`config.mk`:
```
export PLATFORM = sky130hd
export DESIGN_NAME = systolic_array_ws
export DESIGN_NICKNAME = d
export VERILOG_FILES = /design/src/rtl/systolic_pkg.sv /design/src/rtl/systolic_pe.sv /design/src/rtl/systolic_array_ws.sv
export SDC_FILE = /design/constraint.sdc
export NUM_CORES = 2
export LEC_CHECK = 0
export CAP_MARGIN = 20
export CORE_MARGIN = 2
export CORE_UTILIZATION = 63
export DETAILED_ROUTE_END_ITERATION = 8
export PLACE_DENSITY_LB_ADDON = 0.15
export SLEW_MARGIN = 20
export SYNTH_ARGS = -nofsm -noshare
export SYNTH_HDL_FRONTEND = slang
export SYNTH_SLANG_ARGS = --single-unit
```
`constraint.sdc`:
```
create_clock -name array_clk -period 49.3 [get_ports array_clk]
set_clock_uncertainty 0.2 [all_clocks]
set_input_delay 4.93 -clock array_clk [delete_from_list [all_inputs] [get_ports array_clk]]
set_output_delay 4.93 -clock array_clk [all_outputs]
set_load 0.05 [all_outputs]
```
`src/rtl/systolic_pkg.sv`:
```
// Shared definitions for the weight-stationary systolic array.
//   state_t    : controller states (IDLE/LOAD/RUN/DRAIN, 2-bit encoding)
//   lat_of     : fixed accept-to-result latency, ROWS + COLS
//   prod_width : full-precision width of a DATA_WIDTH x DATA_WIDTH signed product;
//                the product is sign-extended (or wrapped) to ACC_WIDTH before
//                accumulation, so sums wrap modulo 2^ACC_WIDTH.
package systolic_pkg;

  typedef enum logic [1:0] {
    IDLE  = 2'd0,
    LOAD  = 2'd1,
    RUN   = 2'd2,
    DRAIN = 2'd3
  } state_t;

  function automatic int unsigned lat_of(input int unsigned rows, input int unsigned cols);
    return rows + cols;
  endfunction

  function automatic int unsigned prod_width(input int unsigned dw);
    return 2 * dw;
  endfunction

endpackage

```
`src/rtl/systolic_pe.sv`:
```
// One processing element of the weight-stationary array.
//   clk, rst      : clock, asynchronous active-high reset
//   w_shift       : load the weight register from w_in (weights shift down a column)
//   w_in / w_out  : weight from the PE above / resident weight passed to the PE below
//   a_in / a_out  : activation from the left / registered copy for the PE to the right
//   v_in / v_out  : lane valid travelling with the activation
//   psum_in/out   : partial sum from above / registered psum_in + a_in*w for below
module systolic_pe
  import systolic_pkg::*;
#(
  parameter int unsigned DATA_WIDTH = 8,
  parameter int unsigned ACC_WIDTH  = 32
) (
  input  logic                         clk,
  input  logic                         rst,
  input  logic                         w_shift,
  input  logic signed [DATA_WIDTH-1:0] w_in,
  output logic signed [DATA_WIDTH-1:0] w_out,
  input  logic signed [DATA_WIDTH-1:0] a_in,
  input  logic                         v_in,
  output logic signed [DATA_WIDTH-1:0] a_out,
  output logic                         v_out,
  input  logic signed [ACC_WIDTH-1:0]  psum_in,
  output logic signed [ACC_WIDTH-1:0]  psum_out
);

  localparam int unsigned PW = prod_width(DATA_WIDTH);

  logic signed [PW-1:0]        prod;
  logic signed [ACC_WIDTH-1:0] term;

  assign prod = a_in * w_out;
  // Signed size cast sign-extends the product into the accumulator width.
  assign term = ACC_WIDTH'(prod);

  always_ff @(posedge clk or posedge rst) begin
    if (rst) begin
      w_out    <= '0;
      a_out    <= '0;
      v_out    <= 1'b0;
      psum_out <= '0;
    end else begin
      if (w_shift) begin
        w_out <= w_in;
      end
      a_out    <= a_in;
      v_out    <= v_in;
      // An idle lane contributes a zero sum rather than stale data.
      psum_out <= v_in ? psum_in + term : '0;
    end
  end

endmodule

```
`src/rtl/systolic_array_ws.sv`:
```
// Weight-stationary ROWS x COLS systolic MAC array with built-in input skew,
// output deskew and weight-load shifting; clients present unskewed vectors.
//   array_clk, array_rst : clock, asynchronous active-high reset
//   w_valid/w_ready/w_data : weight row beats, last row first (ROWS-1 .. 0)
//   in_valid/in_ready/in_data : activation vector a[r] at [r*DATA_WIDTH +: DATA_WIDTH]
//   out_valid/out_data : one-cycle result pulse, y[c] at [c*ACC_WIDTH +: ACC_WIDTH],
//                        ROWS+COLS cycles after acceptance; data holds between pulses
//   w_loaded : a complete weight set is resident
module systolic_array_ws
  import systolic_pkg::*;
#(
  parameter int unsigned ROWS       = 4,
  parameter int unsigned COLS       = 4,
  parameter int unsigned DATA_WIDTH = 8,
  parameter int unsigned ACC_WIDTH  = 32
) (
  input  logic                       array_clk,
  input  logic                       array_rst,
  input  logic                       w_valid,
  output logic                       w_ready,
  input  logic [COLS*DATA_WIDTH-1:0] w_data,
  input  logic                       in_valid,
  output logic                       in_ready,
  input  logic [ROWS*DATA_WIDTH-1:0] in_data,
  output logic                       out_valid,
  output logic [COLS*ACC_WIDTH-1:0]  out_data,
  output logic                       w_loaded
);

  localparam int unsigned LAT = lat_of(ROWS, COLS);
  localparam int unsigned CW  = $clog2(ROWS + 1);

  state_t         state, state_nx;
  logic [CW-1:0]  load_cnt;
  logic [LAT-1:0] pend;
  logic           w_beat, in_beat, load_last;

  // Grid interconnect: weights/psums flow down, activations/valids flow right.
  logic signed [DATA_WIDTH-1:0] w_v  [ROWS+1][COLS];
  logic signed [ACC_WIDTH-1:0]  ps_v [ROWS+1][COLS];
  logic signed [DATA_WIDTH-1:0] a_h  [ROWS][COLS+1];
  logic                         v_h  [ROWS][COLS+1];
  logic [COLS*ACC_WIDTH-1:0]    dsk_out;

  // Outputs leaving the grid edge have no consumer.
  logic [ROWS-1:0] unused_east;
  logic [COLS-1:0] unused_south;

  assign w_beat    = w_valid & w_ready;
  assign in_beat   = in_valid & in_ready;
  assign load_last = (load_cnt == CW'(ROWS - 1));

  // ---------------------------------------------------------------- FSM
  always_comb begin
    state_nx = state;
    w_ready  = 1'b0;
    in_ready = 1'b0;
    unique case (state)
      IDLE: begin
        w_ready = 1'b1;
        if (w_valid) begin
          state_nx = load_last ? RUN : LOAD;
        end else if (w_loaded) begin
          state_nx = RUN;
        end
      end
      LOAD: begin
        w_ready = 1'b1;
        if (w_valid && load_last) begin
          state_nx = RUN;
        end
      end
      RUN: begin
        // A weight request blocks the vector in the same cycle.
        in_ready = ~w_valid;
        if (w_valid) begin
          state_nx = DRAIN;
        end
      end
      DRAIN: begin
        if (pend == '0) begin
          state_nx = IDLE;
        end
      end
      default: state_nx = IDLE;
    endcase
    if (array_rst) begin
      w_ready  = 1'b0;
      in_ready = 1'b0;
    end
  end

  always_ff @(posedge array_clk or posedge array_rst) begin
    if (array_rst) begin
      state     <= IDLE;
      load_cnt  <= '0;
      w_loaded  <= 1'b0;
      pend      <= '0;
      out_valid <= 1'b0;
      out_data  <= '0;
    end else begin
      state <= state_nx;
      if (w_beat) begin
        if (load_last) begin
          load_cnt <= '0;
          w_loaded <= 1'b1;
        end else begin
          load_cnt <= load_cnt + 1'b1;
          w_loaded <= 1'b0;
        end
      end
      pend      <= {pend[LAT-2:0], in_beat};
      out_valid <= pend[LAT-1];
      if (pend[LAT-1]) begin
        out_data <= dsk_out;
      end
    end
  end

  // ---------------------------------------------------------------- input skew
  // Row r passes through r+1 registers, so PE(r,0) sees it r cycles after PE(0,0).
  for (genvar r = 0; r < ROWS; r++) begin : g_skew
    logic signed [DATA_WIDTH-1:0] sk_a [0:r];
    logic                         sk_v [0:r];

    always_ff @(posedge array_clk or posedge array_rst) begin
      if (array_rst) begin
        for (int unsigned k = 0; k <= r; k++) begin
          sk_a[k] <= '0;
          sk_v[k] <= 1'b0;
        end
      end else begin
        sk_a[0] <= in_data[r*DATA_WIDTH +: DATA_WIDTH];
        sk_v[0] <= in_beat;
        for (int unsigned k = 1; k <= r; k++) begin
          sk_a[k] <= sk_a[k-1];
          sk_v[k] <= sk_v[k-1];
        end
      end
    end

    assign a_h[r][0]      = sk_a[r];
    assign v_h[r][0]      = sk_v[r];
    assign unused_east[r] = ^{a_h[r][COLS], v_h[r][COLS]};
  end

  // ---------------------------------------------------------------- PE grid
  for (genvar c = 0; c < COLS; c++) begin : g_top
    assign w_v[0][c]       = w_data[c*DATA_WIDTH +: DATA_WIDTH];
    assign ps_v[0][c]      = '0;
    assign unused_south[c] = ^w_v[ROWS][c];
  end

  for (genvar r = 0; r < ROWS; r++) begin : g_row
    for (genvar c = 0; c < COLS; c++) begin : g_col
      systolic_pe #(
        .DATA_WIDTH(DATA_WIDTH),
        .ACC_WIDTH (ACC_WIDTH)
      ) u_pe (
        .clk     (array_clk),
        .rst     (array_rst),
        .w_shift (w_beat),
        .w_in    (w_v[r][c]),
        .w_out   (w_v[r+1][c]),
        .a_in    (a_h[r][c]),
        .v_in    (v_h[r][c]),
        .a_out   (a_h[r][c+1]),
        .v_out   (v_h[r][c+1]),
        .psum_in (ps_v[r][c]),
        .psum_out(ps_v[r+1][c])
      );
    end
  end

  // ---------------------------------------------------------------- output deskew
  // Column c finishes c cycles after column 0; delaying it COLS-1-c cycles
  // aligns every column one cycle before the out_data register.
  for (genvar c = 0; c < COLS; c++) begin : g_dsk
    localparam int unsigned D = COLS - 1 - c;
    if (D == 0) begin : g_direct
      assign dsk_out[c*ACC_WIDTH +: ACC_WIDTH] = ps_v[ROWS][c];
    end else begin : g_delay
      logic signed [ACC_WIDTH-1:0] dq [D];

      always_ff @(posedge array_clk or posedge array_rst) begin
        if (array_rst) begin
          for (int unsigned k = 0; k < D; k++) begin
            dq[k] <= '0;
          end
        end else begin
          dq[0] <= ps_v[ROWS][c];
          for (int unsigned k = 1; k < D; k++) begin
            dq[k] <= dq[k-1];
          end
        end
      end

      assign dsk_out[c*ACC_WIDTH +: ACC_WIDTH] = dq[D-1];
    end
  end

endmodule

```
# == Yosys cells after proc, flatten, opt, wreduce, memory -nomap -nowiden ==
# Cells that the tools add are included.
# classes
n_addsub,13
n_mul,16
n_eq_ne,8
mux,29
n_bitwise,3
n_reduce_logical,5
# ops
cell,count
$mux W32,16
$add A32 B32 Y32,12
$mul A8 B8 Y16,16
$mux W2,6
$logic_not A8 Y1,1
$pmux W2 S4,1
$ne A2 B2 Y1 const B,3
$mux W1,5
$eq A2 B2 Y1 const B,2
$reduce_and A4 Y1,1
$add A3 B1 Y3 const B,1
$eq A3 B2 Y1 const B,1
$mux W3,1
$ne A3 B3 Y1 const B,1
$and A1 B1 Y1,2
$eq A2 B1 Y1 const B,1
$logic_not A2 Y1,1
$reduce_or A2 Y1,1
$logic_and A1 B1 Y1,1
$not A1 Y1,1
# word_totals
reg_bits,1158
in_bits,68
out_inout_bits,132
wordCells,147

# == Longest topological paths before layout ==
# depth
depth_word,5
ltp_mapped,33
ltp_nobuf,31

# == Hierarchy ==
# From an unflattened synthesis, not the netlist that was laid out.
# unflattened
hier_cells,10142
area_unflattened_um2,101979.1
# modules_own_cells
module,instances,cells_per_inst,area_per_inst_um2,seq_area_each_um2
systolic_pe (g_row[2].g_col[3].u_pe ...),5,608,5644.2,1226.2
systolic_pe (g_row[1].g_col[2].u_pe ...),4,597,5621.6,1226.2
systolic_pe (g_row[0].g_col[1].u_pe ...),4,588,5565.3,1226.2
systolic_array_ws,1,594,12162.9,10385.0
systolic_pe (g_row[1].g_col[1].u_pe),1,582,5672.9,1226.2
systolic_pe (g_row[0].g_col[0].u_pe),1,608,5634.2,1226.2
systolic_pe (g_row[2].g_col[2].u_pe),1,578,5540.3,1226.2

# == Least setup slack after synthesis ==
# No wires, ideal clock.
# synth_path
path_kind,input-to-output
startpoint,input port w_valid
endpoint,output port in_ready
t_arrival_ns,6.058
t_required_ns,44.170
setup_slack_ns,38.112
stages,1
path_buffers,0
cell_sequence,nor3_1
# synth_via
elab_chain_cells,3
# synth_rtl
item,line_no,text
start: declaration,systolic_array_ws.sv:19,"input logic w_valid,"
$not A1 Y1,systolic_array_ws.sv:75,in_ready = ~w_valid;
$mux W1,systolic_array_ws.sv:58,unique case (state)
$mux W1,systolic_array_ws.sv:87,if (array_rst) begin
end: declaration,systolic_array_ws.sv:23,"output logic in_ready,"
# No other way between the ends.

# == Worst setup path in the final report ==
# layout_path
startpoint,input port array_rst
endpoint,output port w_ready
# layout_via
elab_chain_cells,1
# layout_rtl
item,line_no,text
start: declaration,systolic_array_ws.sv:18,"input logic array_rst,"
$mux W1,systolic_array_ws.sv:87,
end: declaration,systolic_array_ws.sv:20,"output logic w_ready,"
# No other way between the ends.

==> results list <==
- Run status: complete, no violations
- At the worst endpoint, the required time is 44.17 ns.
- Routed wirelength normalized by instance count: 16.8 um
* Initial antenna violation count: 2
* Area taken by flip-flops and latches: 0.0272 mm2
- Share of the synthesized netlist area taken by xor and xnor gates: 0.0497
- Area leader, netlist: dfrtp_1
- Depth of the CTS H-tree: 3
- 200 I/O pins were placed.
- In this run the horizontal extent of the chip is 375 um.
* Slew @ Worst Pin: 1.02 ns
- Layout overhead on the synthesized area: 8.94%
* Worst reg2reg setup slack: 41.67 ns
* Buffer depth of the longest clock path: 3
- The synthesized netlist occupies a cell area of 0.0865 mm2.
* Slew margin rel.: 0.323
* Category of the worst setup path capture point: output port
- Startpoint of the most critical hold path: g_skew[3].sk_a[18]$_DFF_PP0_
- After synthesis the netlist holds a flip-flop and latch count of 1087.
* CP cell instances: clkdlybuf4s50_1 -> nor2_1 -> clkdlybuf4s50_1
- Yosys mapped a number of flops with a built-in enable equal to 0.
- Dominant combinational cell family by area after synthesis: adder cells
* Area of the multi-input gates: 0.0535 mm2
- DRC violation count after routing: 0
- Data arrival time of the critical path: 6.65 ns
- The most used flip-flop cell after synthesis is dfrtp_1.
- In the layout the commonest cells are 1383 x inv_1, 1085 x dfrtp_1, 896 x fa_1, 804 x and2_1, 797 x ha_1.
- The pre-antenna-repair detailed-routing pass consisted of 5 iterations.
* Routed via count divided by cell count: 5.44
* Tot GR Track Use: 0.266
- Sorting the synthesized cells by area gives the leading types as dfrtp_1 31%, fa_1 21%, ha_1 12%.
* Remaining Overflow, GRT: 0
* Setup repair after global routing missed its margin: false
- Arithmetic-cell share of the synthesized area counting full adders, half adders and majority gates: 0.322
- Number of clock sinks: 1087
* Register-to-Register Path Depth: 26
- After the last flow step, the layout net total stands at 10500.
* Most common cell after layout, fill and taps aside: inv_1
* Detailed Route Iter0 Violations: 3409
- Floorplan die area: 0.140 mm2
- CTS root buf: clkbuf_16
- The initial utilization of the core area, before any placement, comes to 0.632.
- Compound-Gate Fraction of Synth Area: 0.0793
- Share of final-layout standard cells stronger than drive strength 1: 0.0453
- Dominant cell type by count on the critical path: clkdlybuf4s50_1
- Setup Viol. Count Final: 0
- In this run the tool buffered the top-level ports with 199 buffer cells.
- Hold buffer count at cts: 0
* Yosys synthesis warning count: 0
- Vias in the first global route: 60900
* Hold crit path type: reg2reg
- Number of buffers inserted by post-CTS setup repair: 0
* Startpoint-to-endpoint class of the critical path: in2out
- Area share of the leading cell type in the synthesized netlist: 0.314
* Post-cts resize count: 0
- The later pin in the worst-skew pair is clocked with a latency of 0.75 ns.
* Netlist cell types: 77
- The portion of synthesized area spent on multiplexers is 0.0187.
- Mapped Avg Cell Area: 10.1 um2
* Vertical die dimension: 375 um
* Max Transition Viols Final: 0
* Number of nets with antenna violations after routing: 0
* Pin count of the biggest net entering global routing: 115
- Max Clk Rate: 84.9 MHz
- Destination of the worst register-to-register timing path: g_row[3].g_col[0].u_pe.psum_out[31]$_DFF_PP0_
- Cell row count: 136
* Hold worst-path end: g_skew[3].sk_a[10]$_DFF_PP0_
* Routed Wire Length: 178 mm
- TritonCTS built the clock tree.
- First-pass GRT wire length: 305 mm
* Share of the clock period used by the worst path after layout: 0.239
- Final period demand of the worst path: 11.78 ns
- At the end of routability-driven placement, the weighted congestion stood at 0.883.
- Highest cell delay on the worst timing path: 0.87 ns
* Sequential area share after synthesis: 0.314
- Worst R2R Start: a_h[37]$_DFF_PP0_
* Hold violation total from the final report: 0
- Hold is met by 0.139 ns.
- After filler insertion, the fill cell instance count of the layout stands at 10500.
- Synthesis handed over a netlist of 8550 instances.
- Number of buffers inserted during clock tree synthesis: 113
- Final worst-path setup slack: 37.52 ns
* Core footprint: 0.137 mm2
- Final HPWL DP: 140 mm
- The final route contains 57800 vias.
- Setup TNS: 0 ns
- Antenna Diode Count: 0
* Max-cap viol count: 0
- Hold-critical path depth: 0
- Syn_nets: 10300
- STA classifies the critical path startpoint as an input pin.
- Before CTS, the worst setup slack after placement is 37.53 ns.
- Post-synthesis share of cell area spent on and, or, nand and nor gates: 0.148
* Clock slew at the register clock pins of the worst setup and hold paths: 0.06 ns
* Proportion of synthesized flip-flops having asynchronous set or reset: 1.00
* Maximum fanout along the worst path: 3
- Critical-path top delay cell: clkdlybuf4s50_1
-- critical path: cells and delay by family --
family / cells / cell delay (ns)
buffers and inverters: 2 / 1.39
and+or+nand+nor: 1 / 0.32
-- per-stage QoR --
stage	utilization	cell area [um2]	instances
2_1_floorplan	-	86500	8550
3_3_place_gp	0.660	90400	10400
3_5_place_dp	0.660	90400	10400
4_1_cts	0.688	94300	10600
5_1_grt	0.688	94300	10600
6_report	0.688	94300	10600
-- worst max-delay path by stage --
stage                          from            endpoint  slack [ns]
final                     array_rst             w_ready       37.52
after global placement    array_rst             w_ready       37.51
after CTS                 array_rst             w_ready       37.52
after detailed placement  array_rst             w_ready       37.53
after global routing      array_rst             w_ready       37.45
after floorplan           array_rst  a_h[112]$_DFF_PP0_       13.57
-- final cells by class --
class	instances	share of cell area
clock buffers	154	0.0339
clock inverters	59	0.00691
inverters	1386	0.0553
multi-input cells	5901	0.567
flip-flops and latches	1087	0.289
well taps	1794	0.0238
repair buffers	236	0.0242
-- flip-flops by register name, summed over array words and instances (netlist names), 8 cells and up --
register / cells
a_h: 24
dsk_out: 64
g_dsk.g_delay.dq: 128
g_row.g_col.u_pe.a_out: 96
g_row.g_col.u_pe.psum_out: 448
g_row.g_col.u_pe.w_out: 128
g_skew.sk_a: 56
out_data: 128
pend: 8
-- cells in the mapped netlist, types with 6 or more instances --
cell type	number
a2111oi_0	10
a211o_1	9
a211oi_1	35
a21boi_0	6
a21o_1	144
a21oi_1	311
a221oi_1	7
a311oi_1	6
a31oi_1	24
a41o_1	35
and2_1	805
and3_1	47
and4_1	6
buf_1	6
clkbuf_1	170
dfrtp_1	1087
fa_1	896
ha_1	797
inv_1	1384
mux2_2	140
nand2_1	766
nand2b_1	95
nand3_1	47
nand3b_1	6
nand4_1	20
nor2_1	402
nor2b_1	149
nor3_1	108
nor3b_1	23
nor4_1	9
o211ai_1	16
o21a_1	75
o21ai_0	192
o21ai_1	11
o21bai_1	52
o31a_1	19
o31ai_1	19
o41ai_1	21
or2_2	6
or3_1	22
xnor2_1	356
xor2_1	135
-- routing by layer --
layer | up-vias | part of all wire | track usage | routed length (um)
met3 | 249 | 0.046 | 0.0307 | 8180
met4 | 0 | 0.022 | 0.0698 | 3970
met1 | 28900 | 0.45 | 0.374 | 80800
li1 | 27500 | - | - | -
met2 | 1173 | 0.48 | 0.443 | 85400
met5 | - | 0 | 0 | 0
-- cell families (layout without fill, tap and decap cells) --
| family | after synthesis | in the layout |
|---|---|---|
| multiplexers | 144 | 144 |
| XOR/XNOR | 491 | 491 |
| AND/OR/NAND/NOR | 2529 | 2529 |
| buffers and inverters | 1562 | 1835 |
| adder cells (fa/ha/maj) | 1693 | 1693 |
| AO/OA/AOI/OAI | 1044 | 1044 |
| flip-flops | 1087 | 1087 |
Power is not shown: default switching activity piles up to over one toggle a cycle in this logic, so the estimate is an artifact.
